## config.mk

```make
export PLATFORM = sky130hd
export DESIGN_NAME = psum_drain
export DESIGN_NICKNAME = d
export VERILOG_FILES = /design/src/rtl/psum_drain_pkg.sv /design/src/rtl/psum_drain_fifo.sv /design/src/rtl/psum_drain.sv
export SDC_FILE = /design/constraint.sdc
export NUM_CORES = 2
export LEC_CHECK = 0
export ABC_AREA = 0
export CORE_MARGIN = 1.5
export CORE_UTILIZATION = 37
export DETAILED_ROUTE_END_ITERATION = 12
export GPL_ROUTABILITY_DRIVEN = 0
export SLEW_MARGIN = 15
export SYNTH_ARGS = -nofsm -noshare
export SYNTH_HDL_FRONTEND = slang
export SYNTH_SLANG_ARGS = --single-unit
```

## constraint.sdc

```tcl
create_clock -name clk -period 18.4 [get_ports clk]
set_clock_uncertainty 0.15 [all_clocks]
set_input_delay 3.68 -clock clk [delete_from_list [all_inputs] [get_ports clk]]
set_output_delay 3.68 -clock clk [all_outputs]
set_load 0.02 [all_outputs]
```

## src/rtl/psum_drain_pkg.sv

```systemverilog
// Shared definitions for the psum read-out path: default geometry and FSM encodings.
// Latency: n/a (types and constants only).
// Backpressure: n/a.
package psum_drain_pkg;

  localparam int PD_ARRAY_DIM  = 16;  // psum lanes per BRAM row
  localparam int PD_ACC_WIDTH  = 32;  // bits per lane
  localparam int PD_ADDR_WIDTH = 10;  // psum BRAM address width

  typedef enum logic [1:0] {
    ST_IDLE  = 2'd0,
    ST_READ  = 2'd1,
    ST_FLUSH = 2'd2
  } drain_state_t;

endpackage

```

## src/rtl/psum_drain_fifo.sv

```systemverilog
// Synchronous FIFO holding returned BRAM rows (data + last tag) for psum_drain.
// Latency: a push is visible at head the cycle after it is written; head is a mux of flops.
// Backpressure: none internally; the writer must never push into a full FIFO without a pop.
// Ports: clk/rst, push/push_data write side, pop/head read side, full/empty/count status.
module psum_drain_fifo #(
  parameter int WIDTH = 513,
  parameter int DEPTH = 4,                 // power of two, so pointers wrap naturally
  parameter int CW    = $clog2(DEPTH + 1)
) (
  input  logic             clk,
  input  logic             rst,
  input  logic             push,
  input  logic [WIDTH-1:0] push_data,
  input  logic             pop,
  output logic [WIDTH-1:0] head,
  output logic             full,
  output logic             empty,
  output logic [CW-1:0]    count
);

  localparam int PW = $clog2(DEPTH);

  logic [WIDTH-1:0] mem [DEPTH];
  logic [PW-1:0]    wr_ptr;
  logic [PW-1:0]    rd_ptr;
  logic             do_pop;

  assign do_pop = pop && !empty;
  assign empty  = (count == '0);
  assign full   = (count == CW'(DEPTH));
  assign head   = mem[rd_ptr];

  always_ff @(posedge clk or posedge rst) begin
    if (rst) begin
      wr_ptr <= '0;
      rd_ptr <= '0;
      count  <= '0;
    end else begin
      if (push)   wr_ptr <= wr_ptr + PW'(1);
      if (do_pop) rd_ptr <= rd_ptr + PW'(1);
      case ({push, do_pop})
        2'b10:   count <= count + CW'(1);
        2'b01:   count <= count - CW'(1);
        default: count <= count;  // idle, or push+pop with no net change
      endcase
    end
  end

  // Storage is left unreset; readers qualify head with !empty.
  always_ff @(posedge clk) begin
    if (push) mem[wr_ptr] <= push_data;
  end

endmodule

```

## src/rtl/psum_drain.sv

```systemverilog
// Streams a range of accumulated psum rows from BRAM to the post-processing stage.
// Latency: start sampled cycle 0, first bram_ren cycle 1, first m_valid cycle RD_LATENCY+2.
// Backpressure: reads are issued only while fifo_count+inflight < FIFO_DEPTH, so m_ready may stall indefinitely.
// Ports: start/base_addr/num_rows command in, busy/done status out, bram_ren/bram_raddr/bram_rdata
//        BRAM read port, m_valid/m_ready/m_data/m_last output stream.
module psum_drain
  import psum_drain_pkg::*;
#(
  parameter int ARRAY_DIM  = PD_ARRAY_DIM,
  parameter int ACC_WIDTH  = PD_ACC_WIDTH,
  parameter int ADDR_WIDTH = PD_ADDR_WIDTH,
  parameter int RD_LATENCY = 1,   // 1 or 2
  parameter int FIFO_DEPTH = 4    // power of two, >= RD_LATENCY+2
) (
  input  logic                           clk,
  input  logic                           rst,
  input  logic                           start,
  input  logic [ADDR_WIDTH-1:0]          base_addr,
  input  logic [ADDR_WIDTH:0]            num_rows,
  output logic                           busy,
  output logic                           done,
  output logic                           bram_ren,
  output logic [ADDR_WIDTH-1:0]          bram_raddr,
  input  logic [ARRAY_DIM*ACC_WIDTH-1:0] bram_rdata,
  output logic                           m_valid,
  input  logic                           m_ready,
  output logic [ARRAY_DIM*ACC_WIDTH-1:0] m_data,
  output logic                           m_last
);

  localparam int DW = ARRAY_DIM * ACC_WIDTH;
  localparam int NW = ADDR_WIDTH + 1;
  localparam int CW = $clog2(FIFO_DEPTH + 1);
  localparam logic [CW-1:0] DEPTH_C = CW'(FIFO_DEPTH);

  drain_state_t          state_q, state_d;
  logic [ADDR_WIDTH-1:0] base_q;
  logic [NW-1:0]         rows_q;
  logic [NW-1:0]         issued_q;
  logic [CW-1:0]         inflight_q;
  logic [CW-1:0]         fifo_count;
  logic [RD_LATENCY-1:0] tag_vld_q;
  logic [RD_LATENCY-1:0] tag_last_q;
  logic                  done_q;
  logic                  ren;
  logic                  issue_last;
  logic                  fifo_push;
  logic                  fifo_pop;
  logic                  fifo_full;
  logic                  fifo_empty;
  logic                  last_beat;
  logic [DW:0]           fifo_head;

  assign issue_last = (issued_q == rows_q - NW'(1));
  assign fifo_push  = tag_vld_q[RD_LATENCY-1];
  assign fifo_pop   = m_valid && m_ready;
  assign last_beat  = fifo_pop && m_last;

  // State register
  always_ff @(posedge clk or posedge rst) begin
    if (rst) state_q <= ST_IDLE;
    else     state_q <= state_d;
  end

  // Next-state logic
  always_comb begin
    state_d = state_q;
    case (state_q)
      ST_IDLE:  if (start && num_rows != '0) state_d = ST_READ;
      ST_READ:  if (ren && issue_last)       state_d = ST_FLUSH;
      ST_FLUSH: if (last_beat)               state_d = ST_IDLE;
      default:                               state_d = ST_IDLE;
    endcase
  end

  // Outputs: credit check counts both queued rows and reads still in the BRAM pipe,
  // so every issued read has a guaranteed FIFO slot even if m_ready stays low.
  always_comb begin
    ren        = 1'b0;
    bram_raddr = '0;
    busy       = (state_q != ST_IDLE);
    if (state_q == ST_READ && (fifo_count + inflight_q) < DEPTH_C) begin
      ren        = 1'b1;
      bram_raddr = base_q + issued_q[ADDR_WIDTH-1:0];  // wraps modulo 2^ADDR_WIDTH
    end
  end

  assign bram_ren = ren;
  assign done     = done_q;

  // Command latch, issue counter, inflight counter and read-latency tag pipe.
  always_ff @(posedge clk or posedge rst) begin
    if (rst) begin
      base_q     <= '0;
      rows_q     <= '0;
      issued_q   <= '0;
      inflight_q <= '0;
      tag_vld_q  <= '0;
      tag_last_q <= '0;
      done_q     <= 1'b0;
    end else begin
      done_q <= (state_q == ST_FLUSH && last_beat) ||
                (state_q == ST_IDLE && start && num_rows == '0);

      if (state_q == ST_IDLE && start) begin
        base_q   <= base_addr;
        rows_q   <= num_rows;
        issued_q <= '0;
      end else if (ren) begin
        issued_q <= issued_q + NW'(1);
      end

      case ({ren, fifo_push})
        2'b10:   inflight_q <= inflight_q + CW'(1);
        2'b01:   inflight_q <= inflight_q - CW'(1);
        default: inflight_q <= inflight_q;
      endcase

      // The tag pipe mirrors the BRAM latency so returning data is captured exactly once;
      // clearing it on reset drops any read still in flight.
      tag_vld_q[0]  <= ren;
      tag_last_q[0] <= ren && issue_last;
      for (int i = 1; i < RD_LATENCY; i++) begin
        tag_vld_q[i]  <= tag_vld_q[i-1];
        tag_last_q[i] <= tag_last_q[i-1];
      end
    end
  end

  psum_drain_fifo #(
    .WIDTH (DW + 1),
    .DEPTH (FIFO_DEPTH),
    .CW    (CW)
  ) u_fifo (
    .clk       (clk),
    .rst       (rst),
    .push      (fifo_push),
    .push_data ({tag_last_q[RD_LATENCY-1], bram_rdata}),
    .pop       (fifo_pop),
    .head      (fifo_head),
    .full      (fifo_full),
    .empty     (fifo_empty),
    .count     (fifo_count)
  );

  // Outputs are forced low while empty so nothing stale leaks after reset.
  assign m_valid = !fifo_empty;
  assign m_data  = m_valid ? fifo_head[DW-1:0] : '0;
  assign m_last  = m_valid && fifo_head[DW];

  a_no_overflow: assert property (@(posedge clk) disable iff (rst)
    !(fifo_push && fifo_full && !fifo_pop));

endmodule
```

==> results.ini <==
[status]
status = finished, final reports clean

[critical_path]
worstPathCellList = buf_4 -> buf_12 -> buf_12 -> mux4_2 -> and2_1 -> clkdlybuf4s50_1
path_buf_inv = 4
critPathMaxStageDelay_ns = 0.94
worstSetupPathType = flip-flop to output port
worstSetupEndpointType = output port
crit_fanout = 99
crit_required_ns = 14.57
path_delay_family = buffers and inverters
crit_arrival_ns = 5.66
cp-start-kind = flip-flop
crit_path_frequent_cell = buf_12
worst_path_max_delay_cell = dfrtp_4

[clock_tree]
clk_pin_slew_ns = 0.06
htree_levels = 4
clock_path_buffers = 3
clock_sink_count = 2099
insertion_delay_ns = 0.84
cts_hold_buf = 0
postCtsSetupBuffers = 0
root_buffer = clkbuf_16
cts_buffers = 213
cts.repair.resized = 0
cts_tree = built

[yosys]
synth_warnings = 0
synth_edf_count = 2052
syn_area_per_cell_um2 = 22.63
ys_ff_latch = 2099
synthesis.area_um2 = 79920
netlist_instances = 3532
synth_top_family_by_area = multiplexers
synth_cell_types = 49
syn_nets = 4090
synthArstFlopShare_pct = 2.239
synth.area.mux_share_pct = 14.77
synth-compound-area-share_pct = 0.4321
seq_area_frac_synth_pct = 78.57
synthSimpleGateAreaFrac_pct = 4.534
synth_adder_area_share_pct = 0.3569
ys.flop_type = edfxtp_1
synthXorXnorAreaFrac_pct = 0.3835

[sta]
tns_ns = 0
finalHoldViolations = 0
worst_slack_ns = 8.909
drv_slew = 0
max_freq_mhz = 105.4
rsz0062_at_grt = false
finalCritPeriodShare_pct = 51.58
whs_ns = 0.3349
finalCriticalPeriod_ns = 9.491
maxSlewHeadroom_pct = 25.94
setup_viol = 0
tightest_slew_ns = 1.111

[floorplanning]
pin_count = 1064
die_width_um = 467.8
fp.dieH_um = 467.8
initial_core_util_pct = 37.24
row_count = 170
dieArea_um2 = 218800
core-area_um2 = 214600

[cells_and_area]
syn_to_final_growth_pct = 26.12
finish.net_count = 5241
instances_no_fill = 7733
final_layout_size_suffix_gt1_share_pct = 18.20

[drt]
wire_per_inst_um = 26.45
wl_met2_mm = 96.31
met1_length_mm = 78.89
dr_wl_met3_mm = 21.96
drtPass1Iterations = 5
avgViaCountPerCell = 5.069
top_layer_used = met5
wl_mm = 204.5
drtIter0Drc = 2822
vias = 39200
ant_nets = 0
drc = 0

[power_and_ir_drop]
vdd_ir_drop_max_v = 0.0001331
p_leak_nw = 32.26
total_power_w = 0.01886
pwr_density_cell_nw_per_um2 = 187.1

[placed_design]
place_ws_ns = 9.633
hpwl_mm = 129.2
placedCellCount = 7306
port-buffer-count = 1063

[hold_path]
hp-class = flip-flop to flip-flop

[global_routing]
grt_usage_pct = 18.26
globalRouteOverflowTotal = 0
antenna_found_initial = 121
grt_pass1_vias = 40710
grt_pass1_wl_mm = 288.7
grt_max_degree = 140

[job]
cap_violations = 0

-- worst paths after layout --
kind | endpoint | cells after the start | slack, ns | from
max | m_data[223] | 6 | 8.91 | u_fifo.rd_ptr[0]
min | inflight_q[2] | 1 | 0.33 | inflight_q[2]
max reg2reg | u_fifo.mem[0][466] | 7 | 12.91 | u_fifo.wr_ptr[0]
min reg2reg | inflight_q[2] | 1 | 0.33 | inflight_q[2]
max in group asynchronous | u_fifo.rd_ptr[1] | 3 | 14.39 | rst
min in group asynchronous | done | 3 | 3.20 | rst
-- power by group --
part           switching [W]  leakage, nW  internal [W]  total, W
registers           0.000295         19.4       0.00655   0.00685
logic                0.00432         9.65       0.00354   0.00786
clock network        0.00181         3.25       0.00235   0.00415
-- placed cells by master, fill, tap and decap left out, types with 3 or more instances in the layout --
master | netlist | routed
edfxtp_1 | 2052 | 2052
clkdlybuf4s50_1 | 0 | 1063
and2_1 | 522 | 518
mux4_2 | 513 | 513
clkbuf_16 | 0 | 215
clkinv_1 | 1 | 51
clkbuf_1 | 92 | 51
dfrtp_1 | 47 | 45
diode_2 | 0 | 38
buf_4 | 0 | 38
clkinv_2 | 0 | 34
nor2_1 | 21 | 20
mux2_2 | 19 | 19
inv_1 | 19 | 18
xnor2_1 | 18 | 18
ha_1 | 18 | 18
xor2_1 | 17 | 17
nand2_1 | 15 | 15
bufinv_16 | 0 | 14
a21oi_1 | 13 | 13
o21ai_0 | 12 | 12
buf_12 | 0 | 12
clkinvlp_4 | 0 | 9
nor3_1 | 8 | 8
nand3_1 | 7 | 7
or3_1 | 8 | 7
clkinv_16 | 0 | 5
mux2i_1 | 4 | 4
a21o_1 | 4 | 4
and2_4 | 0 | 4
clkinv_8 | 0 | 4
o2111ai_1 | 3 | 3
fa_1 | 3 | 3
inv_6 | 0 | 3
-- per-layer routing --
layer	global-route usage (%)	up-vias
met5	0	-
met4	7.256	144
met3	8.454	440
met2	28.13	1343
met1	22.26	20460
li1	-	16810
-- cell families (layout without fill, tap and decap cells) --
family / count (synthesis) / in the layout
XOR/XNOR: 35 / 35
buffers and inverters: 197 / 1522
AND/OR/NAND/NOR: 594 / 594
flip-flops: 2099 / 2099
AO/OA/AOI/OAI: 50 / 50
other: 0 / 38
adder cells (fa/ha/maj): 21 / 21
multiplexers: 536 / 536
-- Yosys cell counts, types with 7 or more instances --
library cell,n,share of area [%]
ha_1,18,0.28
or3_1,8,0.063
nor2_1,21,0.099
a21oi_1,13,0.081
and2_1,522,4.1
buf_1,68,0.32
mux4_2,513,14
xnor2_1,18,0.20
mux2_2,19,0.27
clkbuf_1,92,0.43
buf_2,17,0.11
dfrtp_1,47,1.5
o21ai_0,12,0.075
nand3_1,7,0.044
xor2_1,17,0.19
inv_1,19,0.089
nand2_1,15,0.070
nor3_1,8,0.050
edfxtp_1,2052,77
-- flip-flops by register name (all words and copies together) (netlist names) --
register / count
fifo_push: 1
u_fifo.mem: 2052
tag_last_q: 1
rows_q: 11
u_fifo.count: 3
base_q: 10
u_fifo.rd_ptr: 2
issued_q: 11
state_q: 2
inflight_q: 3
done: 1
u_fifo.wr_ptr: 2
-- cell type report --
class,count,area [um^2]
inverter,20,75.07
clock buffer,267,5585
timing repair buffer,1113,11170
sequential,2099,62800
clock inverter,122,1136
tap,2838,3551
antenna,38,95.09
multi-input combinational,1236,16390
fill,17750,113800
-- metrics by stage --
stage	cell area, um^2	utilization [%]
6_report	100800	46.97
5_1_grt	100800	46.95
4_1_cts	100700	46.92
3_5_place_dp	93980	43.79
3_3_place_gp	93980	43.79
2_1_floorplan	79920	-
Note: power is estimated with default switching activity, not from simulation.
